$ cat src/rtl/adder_sequencer.sv
// Byte-serial multi-limb adder sequencer: drives an external 8-bit adder one limb
// per cycle, rippling the carry through a register, with valid/ready on both sides.
module adder_sequencer #(
    parameter int NBYTES = 4
) (
    input  logic                  clk,
    input  logic                  rst,
    input  logic                  start_valid,
    output logic                  start_ready,
    input  logic [8*NBYTES-1:0]   op_a,
    input  logic [8*NBYTES-1:0]   op_b,
    input  logic                  cin,
    output logic [7:0]            add_a,
    output logic [7:0]            add_b,
    output logic                  add_cin,
    input  logic [7:0]            add_sum,
    input  logic                  add_cout,
    output logic                  res_valid,
    input  logic                  res_ready,
    output logic [8*NBYTES-1:0]   result,
    output logic                  cout,
    output logic                  ovf
);

    localparam int W    = 8 * NBYTES;
    localparam int IDXW = (NBYTES > 1) ? $clog2(NBYTES) : 1;
    localparam logic [IDXW-1:0] LAST_IDX = IDXW'(NBYTES - 1);

    typedef enum logic [1:0] {
        IDLE,
        RUN,
        DONE
    } state_t;

    state_t          r_state;
    state_t          w_state_nxt;
    logic [W-1:0]    r_a;
    logic [W-1:0]    r_b;
    logic [W-1:0]    r_result;
    logic [IDXW-1:0] r_idx;
    logic            r_carry;
    logic            r_cout;
    logic            r_ovf;
    logic            w_accept;
    logic            w_last_limb;
    logic            w_ovf_nxt;

    assign w_accept    = (r_state == IDLE) && start_valid;
    assign w_last_limb = (r_state == RUN) && (r_idx == LAST_IDX);
    // Signed overflow: operands share a sign that the top limb's sum bit does not.
    assign w_ovf_nxt   = (r_a[W-1] == r_b[W-1]) && (add_sum[7] != r_a[W-1]);

    // NOTE: every signal driven here gets a default first so no path can leave it
    // unassigned and infer a latch.
    always_comb begin
        w_state_nxt = r_state;
        unique case (r_state)
            IDLE: if (start_valid)  w_state_nxt = RUN;
            RUN:  if (w_last_limb)  w_state_nxt = DONE;
            DONE: if (res_ready)    w_state_nxt = IDLE;
            default:                w_state_nxt = IDLE;
        endcase
    end

    always_comb begin
        add_a   = '0;
        add_b   = '0;
        add_cin = 1'b0;
        if (r_state == RUN) begin
            add_a   = r_a[8*r_idx +: 8];
            add_b   = r_b[8*r_idx +: 8];
            add_cin = r_carry;
        end
    end

    // NOTE: sequential state uses non-blocking assignments so every register
    // samples pre-edge values regardless of statement order.
    always_ff @(posedge clk or posedge rst) begin
        if (rst) begin
            r_state <= IDLE;
        end else begin
            r_state <= w_state_nxt;
        end
    end

    always_ff @(posedge clk or posedge rst) begin
        if (rst) begin
            r_a      <= '0;
            r_b      <= '0;
            r_result <= '0;
            r_idx    <= '0;
            r_carry  <= 1'b0;
            r_cout   <= 1'b0;
            r_ovf    <= 1'b0;
        end else if (w_accept) begin
            r_a     <= op_a;
            r_b     <= op_b;
            r_carry <= cin;
            r_idx   <= '0;
        end else if (r_state == RUN) begin
            r_result[8*r_idx +: 8] <= add_sum;
            r_carry                <= add_cout;
            r_idx                  <= r_idx + IDXW'(1);
            if (w_last_limb) begin
                r_cout <= add_cout;
                r_ovf  <= w_ovf_nxt;
            end
        end
    end

    assign start_ready = (r_state == IDLE);
    assign res_valid   = (r_state == DONE);
    assign result      = r_result;
    assign cout        = r_cout;
    assign ovf         = r_ovf;

endmodule
$ cat config.mk
export PLATFORM = sky130hd
export DESIGN_NAME = adder_sequencer
export DESIGN_NICKNAME = d
export VERILOG_FILES = /design/src/rtl/adder_sequencer.sv
export SDC_FILE = /design/constraint.sdc
export NUM_CORES = 1
export LEC_CHECK = 0
export BUFFER_PORTS_ARGS = -buffer_cell sky130_fd_sc_hd__buf_4
export CAP_MARGIN = 20
export CORE_MARGIN = 1
export CORE_UTILIZATION = 56
export DETAILED_ROUTE_END_ITERATION = 8
export PLACE_DENSITY_LB_ADDON = 0.15
export SLEW_MARGIN = 20
export SYNTH_ARGS = -nofsm -noshare
export SYNTH_HDL_FRONTEND = slang
export SYNTH_SLANG_ARGS = --single-unit
$ cat constraint.sdc
create_clock -name clk -period 9.5 [get_ports clk]
set_input_delay 1.425 -clock clk [delete_from_list [all_inputs] [get_ports clk]]
set_output_delay 1.425 -clock clk [all_outputs]
set_load 0.005 [all_outputs]
After elaboration in Yosys (flattened, before gate mapping) --
Cells that the tools add are included.
Word-level totals: flip-flop bits (word level) 103, bits of input ports 78
Operators by class: $add $sub $neg 2, eq/ne operators 8, shift operators 4, mux-type cells 12, bitwise operators 1, reductions and logical operators 8
Operator list (number):
- indexed part select 32 x 6 -> 8 bit | 2
- negation 5 -> 34 bit | 1
- variable shift 8 x 34 -> 32 bit, first input constant | 1
- indexed part select 8 x 34 -> 32 bit | 1
- bitwise mux 32 bit | 1
- 2-to-1 mux 8 bit | 2
- 2-to-1 mux 2 bit | 5
- one-hot mux 2 bit (3 select lines) | 1
- AND reduction 3 bit | 2
- equality test 2 bit, second input constant | 2
- != test 2 bit, second input constant | 2
- logical AND 1 bit | 3
- 2-to-1 mux 1 bit | 3
- adder 2 x 1 -> 2 bit, second input constant | 1
- equality test 2 x 1 -> 1 bit, second input constant | 1
- logical NOT 2 bit | 1
- != test 2 x 1 -> 1 bit, second input constant | 1
- AND reduction 2 bit | 1
- nonzero test 2 bit | 1
- equality test 1 bit | 1
- != test 1 bit | 1
- NOT 1 bit | 1

Longest topological paths before layout --
depth in word-level cells 4, gate-level depth with buffers 8, gate-level depth less buffers 5

Worst setup path after synthesis --
Ideal clock, no wire load.
kind register to output, start register r_idx[0], end output add_a[7], arrival time 1.377 ns, setup slack 6.698 ns, stages on the path, launching flop included 4, path buffers 1, path through dfrtp_1 buf_4 mux4_2 and2_1
On the way: longest elaborated chain between the ends 2
RTL lines:
- start: declaration | RTL line 40 | logic [IDXW-1:0] r_idx;
- start signal: assignment | RTL line 103 | r_idx <= r_idx + IDXW'(1);
- indexed part select 32 x 6 -> 8 bit | RTL line 70 | add_a = r_a[8*r_idx +: 8];
- 2-to-1 mux 8 bit | RTL line 69 | if (r_state == RUN) begin
- end: declaration | RTL line 13 | output logic [7:0] add_a,
No other way between the ends.

Worst setup path in the final report --
Same ends and word-level chain as after synthesis.

==> key figures <==
Synth
  • Post-synthesis mux area share: 0.0839
  • Post-synthesis simple-gate area fraction: 0.237
  • Synth Flop Type: dfrtp_1
  • Synth area leader: dfrtp_1
  • Sequential-to-total area share from yosys stat: 0.565
  • Synth Warn #: 0
  • Post-synth top area share: 0.565
  • Most frequent cells after synthesis: 211 x nand2_1, 103 x dfrtp_1, 26 x a22o_1
  • Post-Synth Adder-Cell Area: 0.0164
  • Asr flop ratio synth: 1.00
  • Mapped Avg Cell Area: 10.4 sq um
  • Number of enable flip-flop cells after synthesis: 0
  • Cell variety after synth: 29
  • Count leader, synth: nand2_1
  • Register bit total from synthesis: 103
  • Synth top area cells: dfrtp_1 56%, nand2_1 17%, mux4_2 7.9%
  • Synth Area in Compound Gates: 0.0644
  • Synthesized netlist cell count: 440
  • Syn_nets: 524
  • Largest family of logic cells by synthesized area: simple AND/OR/NAND/NOR gates
  • Mapped Area: 0.00456 sq mm
  • XOR/XNOR Fraction of Synth Area: 0

Global route
  • Routing usage on met1: 0.339
  • Initial antenna violation count: 0
  • First-pass GRT wire length: 16800 um
  • Gr ovfl total: 0
  • Grt met2 use: 0.410
  • M3 GR Usage: 0.0672
  • GRT Total Usage: 0.256
  • Largest net degree at the start of global routing: 72
  • Vias in the first global route: 3571
  • Global routing's busiest layer: met2

Timing
  • Hold Violations, Final: 0
  • Final min period: 3.56 ns
  • Final slew viol count: 0
  • RSZ-0062 raised after global routing: no
  • Final Cycle Share: 0.375
  • Setup-failing EPs final: 0
  • Fmax: 0.281 GHz
  • Fin Clk Skew: 0.00971 ns
  • Slew HR: 0.349
  • Worst-Margin Slew: 0.976 ns
  • TNS Setup: 0 ns

Clock tree
  • Setup Buffers After CTS: 0
  • Clock-pin slew on the worst setup and hold paths: 0.09 ns
  • Clock Tree Buf Depth: 2
  • CTS tree: yes
  • Hold_buf cts: 0
  • # clock sinks: 103
  • Cts bufs inserted: 9
  • H-tree depth: 3
  • Post-CTS sizing: 0
  • Root buffer cell: clkbuf_8
  • Clk_lat worst skew: 0.35 ns

Min path
  • Hold path depth: 2
  • Hold WC Path Type: flop to flop
  • Hold_sp: r_a[17]$_DFFE_PP0P_

Cells and area
  • Fin util: 0.737
  • Area Overhead vs Synth: 26.0%
  • Fin nets: 646
  • Reg area: 0.00258 sq mm
  • Share of layout cells above drive strength 1: 0.307
  • Area of the multi-input gates: 0.00184 sq mm
  • Design area: 0.00575 sq mm
  • Fill count: 590
  • Diode count: 0

Placement
  • Number of port buffers: 130
  • HPWL after DPL: 7130 um
  • Final GP Congestion: 0.773
  • DP Area: 0.00557 sq mm

Detailed routing
  • Vias per cell: 5.32
  • WL final: 10200 um
  • Routed len/inst: 15.3 um
  • Routed vias: 3554
  • DRC: 0
  • Final ANT Viol Nets: 0
  • Initial DRC count: 153
  • DRT Pass-1 Iters: 4

Worst setup path
  • FF-to-FF End: result[17]$_DFFE_PP0P_
  • Top cell by count, worst path: buf_4
  • Critical path required time: 8.08 ns
  • Flop2flop setup slack: 6.95 ns
  • CP Data Arrival Time: 2.14 ns
  • Worst setup SP type: flop
  • CP max stage delay: 0.55 ns
  • CP startpoint: r_idx[0]$_DFFE_PP0P_
  • CP endpoint: add_a[7]
  • Reg-to-reg critical path startpoint: r_idx[1]$_DFFE_PP0P_
  • CP Buf/Inv Count: 2
  • WS Path Type: flop to primary output
  • Stages on worst setup path: 4
  • Worst-path cell chain: buf_4, mux4_2, and2_1, buf_4
  • Largest delay share family, worst path: multiplexers
  • R2R depth: 5
  • Crit-path max FO: 22
  • CP endpoint kind: primary output
  • Critical-path top delay cell: mux4_2

Floorplanning
  • Height of the die: 92.3 um
  • Die Span X: 92.3 um
  • Num ports: 131
  • FP Rows: 32
  • Die ar.: 0.00852 sq mm
  • Initial Util: 0.585
  • Core Box Area: 0.00781 sq mm

Power
  • Power Dens Cells: 324 mW/mm^2
  • Leakage: 3.02 nW
  • Max rail drop VDD: 143 uV

Status
  • Outcome: complete, no violations

Job
  • Maximum Capacitance Violations: 0
-- area by class of cell --
cell class | instances | area share
flip-flops and latches | 103 | 0.448
multi-input cells | 310 | 0.320
repair buffers | 134 | 0.175
clock buffers | 12 | 0.0235
well taps | 102 | 0.0222
clock inverters | 3 | 0.00783
inverters | 4 | 0.00305
-- tightest hold or removal path, stage by stage (launching register included) --
cell     delay, ns
dfrtp_1       0.35
nand2_1       0.05
nand2_1       0.05
-- stage by stage --
| step | std cells | hold WS (ns) | worst slack [ns] | total power, mW |
|---|---|---|---|---|
| 2_1_floorplan | 440 | 0.440 | 5.37 | 1.29 |
| 3_3_place_gp | 653 | 0.452 | 6.31 | 1.57 |
| 3_5_place_dp | 653 | 0.458 | 6.29 | 1.62 |
| 4_1_cts | 668 | 0.480 | 5.88 | 1.88 |
| 5_1_grt | 668 | 0.501 | 5.78 | 2.00 |
| 6_report | 668 | 0.475 | 5.94 | 1.86 |
-- registers in the layout, summed over array words and instances, names as in the netlist --
register / cells
r_idx: 2
r_a: 32
cout: 1
r_state: 2
r_carry: 1
ovf: 1
result: 32
r_b: 32
-- cell usage in the layout (no fill, tap or decap), drive strengths merged, types with 3 or more instances in the layout --
cell type and instances:
and2 17, o21ai 9, dfrtp 103, a22o 26, clkbuf 12, mux4 16
nand2 211, nand2b 4, buf 134, nor4 3, inv 4, ha 6
nand3b 3
-- worst min-delay path by stage --
stage	to	slack (ns)
6_report	r_a[17]$_DFFE_PP0P_	0.48
5_1_grt	r_b[22]$_DFFE_PP0P_	0.50
4_1_cts	r_b[22]$_DFFE_PP0P_	0.48
3_5_place_dp	r_b[7]$_DFFE_PP0P_	0.46
3_3_place_gp	r_a[19]$_DFFE_PP0P_	0.45
2_1_floorplan	r_b[16]$_DFFE_PP0P_	0.44
-- power by group --
group	internal (mW)	total, mW	switching (mW)	leakage (nW)
combinational	0.434	0.810	0.376	1.62
sequential	0.644	0.790	0.146	1.32
clock	0.121	0.261	0.140	0.0827
total	1.20	1.86	0.663	3.02
-- routing by layer --
metal	routed length, um	vias up
li1	-	1682
met1	4360	1759
met2	5100	103
met3	686	10
met4	92	0
met5	0	-
-- logic make-up (layout without fill, tap and decap cells) --
family,Yosys count,after routing
AND/OR/NAND/NOR,248,248
flip-flops,103,103
AO/OA/AOI/OAI,38,38
buffers and inverters,27,153
multiplexers,18,18
adder cells (fa/ha/maj),6,6
Power figures use the tool's default switching activity.
